**config.mk**
```make
export PLATFORM = sky130hd
export DESIGN_NAME = mem_access_ctrl
export DESIGN_NICKNAME = d
export VERILOG_FILES = /design/src/rtl/mem_pkg.sv /design/src/rtl/mem_align_check.sv /design/src/rtl/mem_access_ctrl.sv
export SDC_FILE = /design/constraint.sdc
export NUM_CORES = 1
export LEC_CHECK = 0
export BUFFER_PORTS_ARGS = -buffer_cell sky130_fd_sc_hd__buf_4
export CAP_MARGIN = 10
export CORE_AREA = 2 2 88 124
export CTS_CLUSTER_DIAMETER = 100
export DETAILED_ROUTE_END_ITERATION = 16
export DIE_AREA = 0 0 90 126
export PLACE_DENSITY = 0.84
export SLEW_MARGIN = 20
export SYNTH_ARGS = -nofsm -noshare
export SYNTH_HDL_FRONTEND = slang
export SYNTH_SLANG_ARGS = --single-unit
```
**constraint.sdc**
```tcl
create_clock -name clk -period 5.15 [get_ports clk]
set_clock_uncertainty 0.05 [all_clocks]
set_input_delay 0.2575 -clock clk [delete_from_list [all_inputs] [get_ports clk]]
set_output_delay 0.2575 -clock clk [all_outputs]
set_load 0.03 [all_outputs]
```
**src/rtl/mem_pkg.sv**
```systemverilog
// rtl/mem_pkg.sv - shared funct3 constants, FSM encoding and access-size helper
package mem_pkg;

    localparam logic [2:0] F3_LB    = 3'b000;
    localparam logic [2:0] F3_LH    = 3'b001;
    localparam logic [2:0] F3_LW    = 3'b010;
    localparam logic [2:0] F3_LBU   = 3'b100;
    localparam logic [2:0] F3_LHU   = 3'b101;
    localparam logic [2:0] F3_SB    = 3'b000;
    localparam logic [2:0] F3_SH    = 3'b001;
    localparam logic [2:0] F3_SW    = 3'b010;
    localparam logic [2:0] F3_FETCH = 3'b010;

    typedef enum logic [1:0] {
        ST_IDLE,
        ST_ACCESS,
        ST_RESP
    } state_t;

    function automatic logic [2:0] size_of(input logic [2:0] f3);
        case (f3[1:0])
            2'b00:   size_of = 3'd1;
            2'b01:   size_of = 3'd2;
            default: size_of = 3'd4;
        endcase
    endfunction

endpackage

```
**src/rtl/mem_align_check.sv**
```systemverilog
// rtl/mem_align_check.sv - funct3 legality, alignment and range check for one access
module mem_align_check
    import mem_pkg::*;
#(
    parameter int ADDR_W = 8
) (
    input  logic [31:0] addr,
    input  logic [2:0]  func3,
    input  logic        is_store,
    output logic        ok,
    output logic [2:0]  size
);

    logic          f3_ok;
    logic          aligned;
    logic          hi_zero;
    logic [ADDR_W:0] last_byte;

    always_comb begin
        size = size_of(func3);

        if (is_store)
            f3_ok = (func3 == F3_SB) || (func3 == F3_SH) || (func3 == F3_SW);
        else
            f3_ok = (func3 == F3_LB) || (func3 == F3_LH) || (func3 == F3_LW) ||
                    (func3 == F3_LBU) || (func3 == F3_LHU);

        case (func3[1:0])
            2'b01:   aligned = ~addr[0];
            2'b10:   aligned = (addr[1:0] == 2'b00);
            default: aligned = 1'b1;
        endcase

        hi_zero = (addr[31:ADDR_W] == '0);

        // Carry out of the last byte address means the access would wrap past the top.
        last_byte = {1'b0, addr[ADDR_W-1:0]} + {{(ADDR_W-2){1'b0}}, size - 3'd1};

        ok = f3_ok && aligned && hi_zero && !last_byte[ADDR_W];
    end

endmodule

```
**src/rtl/mem_access_ctrl.sv**
```systemverilog
// rtl/mem_access_ctrl.sv - arbitrates fetch and load/store onto the single memory port
module mem_access_ctrl
    import mem_pkg::*;
#(
    parameter int ADDR_W = 8
) (
    input  logic              clk,
    input  logic              rst,
    input  logic              if_req,
    input  logic [31:0]       if_addr,
    output logic              if_ready,
    output logic              if_err,
    output logic [31:0]       if_instr,
    input  logic              d_req,
    input  logic              d_we,
    input  logic [2:0]        d_func3,
    input  logic [31:0]       d_addr,
    input  logic [31:0]       d_wdata,
    output logic              d_ready,
    output logic              d_err,
    output logic [31:0]       d_rdata,
    output logic              mem_read,
    output logic              mem_write,
    output logic [2:0]        mem_func3,
    output logic [ADDR_W-1:0] mem_addr,
    output logic [31:0]       mem_wdata,
    input  logic [31:0]       mem_rdata
);

    state_t      state;
    logic        cur_data;
    logic        cur_we;

    logic [31:0] chk_addr;
    logic [2:0]  chk_func3;
    logic        chk_store;
    logic        chk_ok;
    logic [2:0]  chk_size;
    logic        unused_size;

    // Data side wins arbitration: it belongs to the older instruction in flight.
    assign chk_addr    = d_req ? d_addr : if_addr;
    assign chk_func3   = d_req ? d_func3 : F3_FETCH;
    assign chk_store   = d_req & d_we;
    assign unused_size = ^chk_size;

    mem_align_check #(.ADDR_W(ADDR_W)) u_check (
        .addr     (chk_addr),
        .func3    (chk_func3),
        .is_store (chk_store),
        .ok       (chk_ok),
        .size     (chk_size)
    );

    always_ff @(posedge clk or negedge rst) begin
        if (!rst) begin
            state     <= ST_IDLE;
            cur_data  <= 1'b0;
            cur_we    <= 1'b0;
            if_ready  <= 1'b0;
            if_err    <= 1'b0;
            if_instr  <= '0;
            d_ready   <= 1'b0;
            d_err     <= 1'b0;
            d_rdata   <= '0;
            mem_read  <= 1'b0;
            mem_write <= 1'b0;
            mem_func3 <= '0;
            mem_addr  <= '0;
            mem_wdata <= '0;
        end else begin
            if_ready <= 1'b0;
            d_ready  <= 1'b0;
            case (state)
                ST_IDLE: begin
                    if (d_req || if_req) begin
                        cur_data <= d_req;
                        cur_we   <= chk_store;
                        if (chk_ok) begin
                            state     <= ST_ACCESS;
                            mem_read  <= ~chk_store;
                            mem_write <= chk_store;
                            mem_func3 <= chk_func3;
                            mem_addr  <= chk_addr[ADDR_W-1:0];
                            mem_wdata <= chk_store ? d_wdata : '0;
                        end else begin
                            // Rejected: answer straight away, memory is never touched.
                            state    <= ST_RESP;
                            d_ready  <= d_req;
                            d_err    <= d_req;
                            if_ready <= ~d_req;
                            if_err   <= ~d_req;
                        end
                    end
                end
                ST_ACCESS: begin
                    state     <= ST_RESP;
                    mem_read  <= 1'b0;
                    mem_write <= 1'b0;
                    mem_func3 <= '0;
                    mem_addr  <= '0;
                    mem_wdata <= '0;
                    if (cur_data) begin
                        d_ready <= 1'b1;
                        d_err   <= 1'b0;
                        if (!cur_we)
                            d_rdata <= mem_rdata;
                    end else begin
                        if_ready <= 1'b1;
                        if_err   <= 1'b0;
                        if_instr <= mem_rdata;
                    end
                end
                ST_RESP: begin
                    state  <= ST_IDLE;
                    if_err <= 1'b0;
                    d_err  <= 1'b0;
                end
                default: state <= ST_IDLE;
            endcase
        end
    end

endmodule
```
==> out/metrics.cfg, run 1 <==
[detailed_routing]
routed_wl_um=13100
drtIter0Drc=177
ant_nets=0
wl_per_cell_um=17.5
vias_per_cell=5.23
vias=3914
firstDrtPassIters=4
remaining_drc_errors=0

[global_routing]
grt_pass1_vias=4266
grt-ovfl-total=0
antenna_found_initial=0
grt_pass1_wl_um=21000
grt_max_degree=78
grt_usage=0.236

[pwr]
peakVddDrop_mv=0.261
power.density_mw_per_mm2=334
leakagePower_nw=3.86

[floorplan]
row_count=44
initial_core_util=0.479
boundaryPins=249
core_area_mm2=0.0102
die_w_um=90
die_area_mm2=0.0113
die_h_um=126

[logic_synthesis]
synth.distinct_cells=42
ys_top_cells_by_area=dfrtp_1 (60%), mux2_1 (13%), a22o_1 (7.3%), mux2_2 (3.4%), buf_6 (2.1%)
ys.flop_type=dfrtp_1
syn_inst=348
synth_async_sr_flop_share=1.00
synth_fp_nets=489
yosys.area.top_type=dfrtp_1
ys_ff_latch=117
synthTopCellsByCount=dfrtp_1 (117), mux2_1 (56), a22o_1 (41)
yosysWarnings=0
synth_seq_area_share=0.597
synth.avg_cell_area_um2=14.1
syn_area_mm2=0.00490
netlist.area_leader.share=0.597
synth_most_common_cell=dfrtp_1
synth_edf_count=0

[run_status]
outcome=complete, no violations

[timing]
rsz0062_at_grt=no
min_period_ns=2.79
setup_viol=0
finalHoldViolations=0
max_freq_ghz=0.359
tightest_slew_ns=1.01
maxSlewViolCount=0
finalWorstSetupSlack_ns=2.36
fin_crit_sh=0.541
setup-tns-final_ns=0
relSlewSlack=0.322

[setup_path]
setup.worst_path.end=mem_wdata[30]
r2r_end=if_instr[29]
critPathKind=input port to register
end_kind=register
worstPathCellList=buf_4 > mux2_2 > ha_1 > o21ai_0 > a31oi_1 > o221ai_1 > nand4_2 > nor3_4 > buf_8 > a22o_1
timing.rr.start=state[1]
crit_fanout=28
startpoint=d_req
reg2reg_slack_ns=2.72
critPathLaunchType=input port
worstPathArrival_ns=3.07
slowest_delay_ns=0.67
reg2reg_depth=4
required_ns=5.43
crit_slowest_cell=nor3_4

[clock_network]
cts_root_buf=clkbuf_16
cts_resized=0
cts_tree=built
cts_buffers=17
ctsHtreeMaxLevel=4
post-cts-setup-buffers=0
cts_max_path_buffers=2
ctsHoldBuffers=1
clock_sinks=117
clk_latency_ns=0.39
cts.clk_slew.worst_paths_ns=0.05

[place]
place.gp.congestion=0.813
place_ws_ns=1.97
portBuffers=248
dpl.hpwl_um=9790

[flow_run]
maxCapViolCount=0

[final_layout]
area_growth_pct=52.5
finalNetCount=740
antenna_cells=0
fin_util=0.731
drive_gt1_frac=0.505

[hold_path]
min_path_type=input port to register

==> worst min path at each step <==
stage,cells after the start,slack (ns),to,startpoint
floorplan,0,-0.09,cur_data,rst
global placement,1,0.20,if_instr[25],rst
detailed placement,1,0.22,if_instr[25],rst
CTS,2,0.009,mem_wdata[26],d_wdata[26]
global route,2,0.003,mem_wdata[26],d_wdata[26]
finish,2,0.02,mem_wdata[26],d_wdata[26]
==> sequential cells by signal, indices dropped and copies added (netlist names) <==
name	cells
if_err	1
mem_addr	8
d_ready	1
if_ready	1
d_err	1
mem_wdata	32
mem_write	1
state	2
cur_we	1
d_rdata	32
cur_data	1
mem_read	1
mem_func3	3
if_instr	32
==> power by group <==
group | internal [W] | switching, W
registers | 0.000956 | 0.0000259
clock network | 0.000840 | 0.000380
logic | 0.000135 | 0.000161
==> critical path, delay by kind of cell <==
family	cells	cell delay, ns
AO/OA/AOI/OAI	4	0.66
adder cells (fa/ha/maj)	1	0.27
buffers and inverters	2	0.53
multiplexers	1	0.40
AND/OR/NAND/NOR	2	0.94
==> kinds of logic (layout without fill, tap and decap cells) <==
kind of cell	Yosys count	after routing	share of synthesized area
AOI/OAI and AO/OA	67	67	0.120
and+or+nand+nor	60	60	0.0702
DFF	117	117	0.597
adders and majority gates	5	5	0.0128
buffers and inverters	27	289	0.0362
other	1	1	0.000765
muxes	71	71	0.163
==> metal layers <==
layer	GRT usage	part of all wire	vias up
met4	0.123	0.037	0
met2	0.429	0.55	202
met5	0	0	-
met1	0.249	0.35	1895
met3	0.0616	0.067	32
li1	-	-	1785
==> layout make-up <==
class,instances,area [um^2]
sequential,117,2930
multi-input combinational,204,1810
fill,702,2760
clock buffer,21,470
timing repair buffer,253,1930
tap,138,173
clock inverter,9,151
inverter,6,22.5
==> per-stage QoR <==
step,std cells,area (um^2),total power (W),hold slack (ns)
after floorplan,348,4900,0.00113,-0.0881
after global placement,715,6810,0.00128,0.196
after detailed placement,717,6850,0.00129,0.216
after CTS,748,7480,0.00252,0.00863
after global routing,748,7480,0.00259,0.00340
final,748,7480,0.00250,0.0229
==> layout by cell type (no fill, tap or decap), drive strengths merged, types with 5 or more instances in the layout <==
cell type / synthesis / final
a22o: 44 / 44
buf: 18 / 252
clkbuf: 3 / 21
dfrtp: 117 / 117
ha: 5 / 5
inv: 6 / 6
mux2: 71 / 71
nand2: 19 / 19
nand3: 7 / 7
nor2: 9 / 9
nor3: 6 / 6
nor4: 8 / 8
o21ai: 5 / 5
No activity file was read; power rests on OpenSTA's default activity.
==> inputs of run 2 (changes only) <==
CORE_AREA = 2 2 91 128   (was 2 2 88 124)
DIE_AREA = 0 0 93 130   (was 0 0 90 126)
PLACE_DENSITY = 0.79   (was 0.84)
clock period = 2.92 ns   (was 5.15 ns; I/O delays follow)
==> out/metrics.cfg, run 2 (same netlist as run 1, synthesis figures left out) <==
[place]
place.gp.congestion=0.835  ; +2.7%
dpl.hpwl_um=10200  ; +4.4%
portBuffers=248  ; unchanged
place_ws_ns=0.127  ; -1.84 ns

[final_layout]
drive_gt1_frac=0.455  ; -0.0504
finalNetCount=810  ; +9.5%
fillers=736  ; +4.8%
layout_common_cells=buf_4 (254), dfrtp_1 (117), dlygate4sd3_1 (68)
antenna_cells=0  ; unchanged
layout_commonest_cell=buf_4
ff_latch_area_mm2=0.00293  ; unchanged
area_growth_pct=66.7
multi_input_area_mm2=0.00181  ; unchanged
top_regs=d_rdata: 32 flops, if_instr: 32 flops, mem_wdata: 32 flops

[detailed_routing]
vias=4224  ; +7.9%
remaining_drc_errors=0  ; unchanged
m1WireLength_um=5220  ; +14%
wl_per_cell_um=17.6  ; +0.87%
vias_per_cell=5.11  ; -2.3%
wl_met2_um=8160  ; +14%
ant_nets=0  ; unchanged
firstDrtPassIters=4  ; unchanged
met3_length_um=724  ; -18%
drtIter0Drc=150  ; -15%
routed_wl_um=14600  ; +11%
top_layer=met4

[pwr]
p_int_w=0.00351  ; +82%
peakVddDrop_mv=0.368  ; +41%
clkPwrFrac=0.487  ; about the same
power.density_mw_per_mm2=558  ; +67%
leakagePower_nw=4.15  ; +7.5%
p_seq_frac=0.380  ; -0.013
p_comb_frac=0.133  ; +0.014
p_sw_w=0.00105  ; +85%
sw_frac_of_total=0.230  ; +0.00285

[global_routing]
grt-ovfl-total=0  ; unchanged
grt_pass1_wl_um=22200  ; +5.7%
grt_max_degree=50  ; -36%
antenna_found_initial=0  ; unchanged
grt_pass1_vias=4536  ; +6.3%
grt_usage=0.240  ; +0.00418

[timing]
min_period_ns=2.44
fin_crit_sh=0.835
finalWorstSetupSlack_ns=0.482  ; -1.88 ns
relSlewSlack=0.580  ; +0.258
rsz0062_at_grt=no
setup_viol=0  ; unchanged
tightest_slew_ns=0.629  ; -0.386 ns
setup-tns-final_ns=0  ; unchanged
maxSlewViolCount=0  ; unchanged
max_freq_ghz=0.410
finalHoldViolations=0  ; unchanged

[clock_network]
clock_sinks=117  ; unchanged
cts.clk_slew.worst_paths_ns=0.05  ; about the same
post-cts-setup-buffers=0  ; unchanged
ctsHtreeMaxLevel=4  ; unchanged
clk_latency_ns=0.40  ; about the same
cts_buffers=17  ; unchanged
cts_root_buf=clkbuf_16
cts_tree=built
cts_max_path_buffers=2  ; unchanged

[floorplan]
row_count=46  ; +4.5%
die_h_um=130  ; +3.2%
die_area_mm2=0.0121  ; +6.6%
boundaryPins=249  ; unchanged
core_area_mm2=0.0111  ; +7.9%
initial_core_util=0.444  ; -0.0351
die_w_um=93  ; +3.3%

[hold_path]
min_path_type=input port to register

[run_status]
outcome=complete, no violations

[flow_run]
maxCapViolCount=0  ; unchanged

[setup_path]
end_kind=register
crit_fanout=45  ; +61%
required_ns=3.15  ; -2.28 ns
worstPathArrival_ns=2.67  ; -0.40 ns
critPathLaunchType=input port
critPathKind=input port to register

==> run 2: cell types whose count changed in the layout (fill, tap and decap cells not counted) <==
cell / previous run / this run
buf_4: 250 / 254
clkbuf_8: 3 / 1
buf_16: 1 / 0
clkinv_2: 3 / 4
clkbuf_1: 1 / 4
clkinv_4: 1 / 0
buf_12: 0 / 1
bufinv_16: 4 / 5
dlygate4sd3_1: 1 / 68
buf_8: 1 / 0
==> run 2: worst max-delay path: stages <==
cell and delay, ns:
buf_4 0.18, mux2_2 0.37, ha_1 0.27, o21ai_0 0.20
a31oi_1 0.07, o221ai_1 0.28, and4_1 0.42, a31oi_4 0.12
buf_4 0.30, a22o_1 0.31
==> run 2: repair_timing <==
| action | 4_1_cts | 5_1_grt |
|---|---|---|
| endpoints found under the hold margin | 147 | 0 |
| hold buffers | 68 | 0 |
| gates resized for setup | 0 | 0 |
==> run 2: layer usage <==
metal | global-route usage | up-vias
li1 | - | 1926
met1 | 0.253 | 2092
met2 | 0.451 | 178
met3 | 0.0520 | 28
met4 | 0.113 | 0
met5 | 0 | -
==> run 2: final timing paths <==
path | startpoint | to | slack, ns | cells past startpoint
worst max-delay path | d_req | mem_wdata[12] | 0.48 | 10
worst min-delay path | d_we | mem_read | 0.03 | 3
worst max register to register | state[1] | d_rdata[27] | 0.61 | 6
worst min register to register | mem_write | mem_write | 0.43 | 1
max in group asynchronous | rst | d_rdata[0] | 1.58 | 3
min in group asynchronous | rst | if_instr[17] | 0.27 | 2
==> run 2: stage by stage <==
step	instances	power (W)	util	hold slack, ns	instance area (um^2)
global placement	726	0.00227	0.621	0.144	6860
finish	826	0.00456	0.740	0.0349	8180
CTS	826	0.00459	0.740	0.0257	8180
detailed placement	726	0.00229	0.621	0.163	6860
floorplan	348	0.00199	-	-0.200	4900
global route	826	0.00473	0.740	0.0310	8180
==> run 2: power groups by stage <==
stage	sequential (W)	clock (W)	combinational [W]
final	0.00173	0.00222	0.000609
after global routing	0.00174	0.00234	0.000655
after CTS	0.00173	0.00225	0.000610
after detailed placement	0.00176	0	0.000529
after global placement	0.00175	0	0.000516
after floorplan	0.00183	0	0.000156
==> run 2: layout make-up <==
| type | instances | share of cell area |
|---|---|---|
| sequential | 117 | 0.358 |
| clock inverter | 10 | 0.0217 |
| clock buffer | 22 | 0.0555 |
| tap | 144 | 0.0220 |
| inverter | 6 | 0.00275 |
| timing repair buffer | 323 | 0.319 |
| multi-input combinational | 204 | 0.221 |
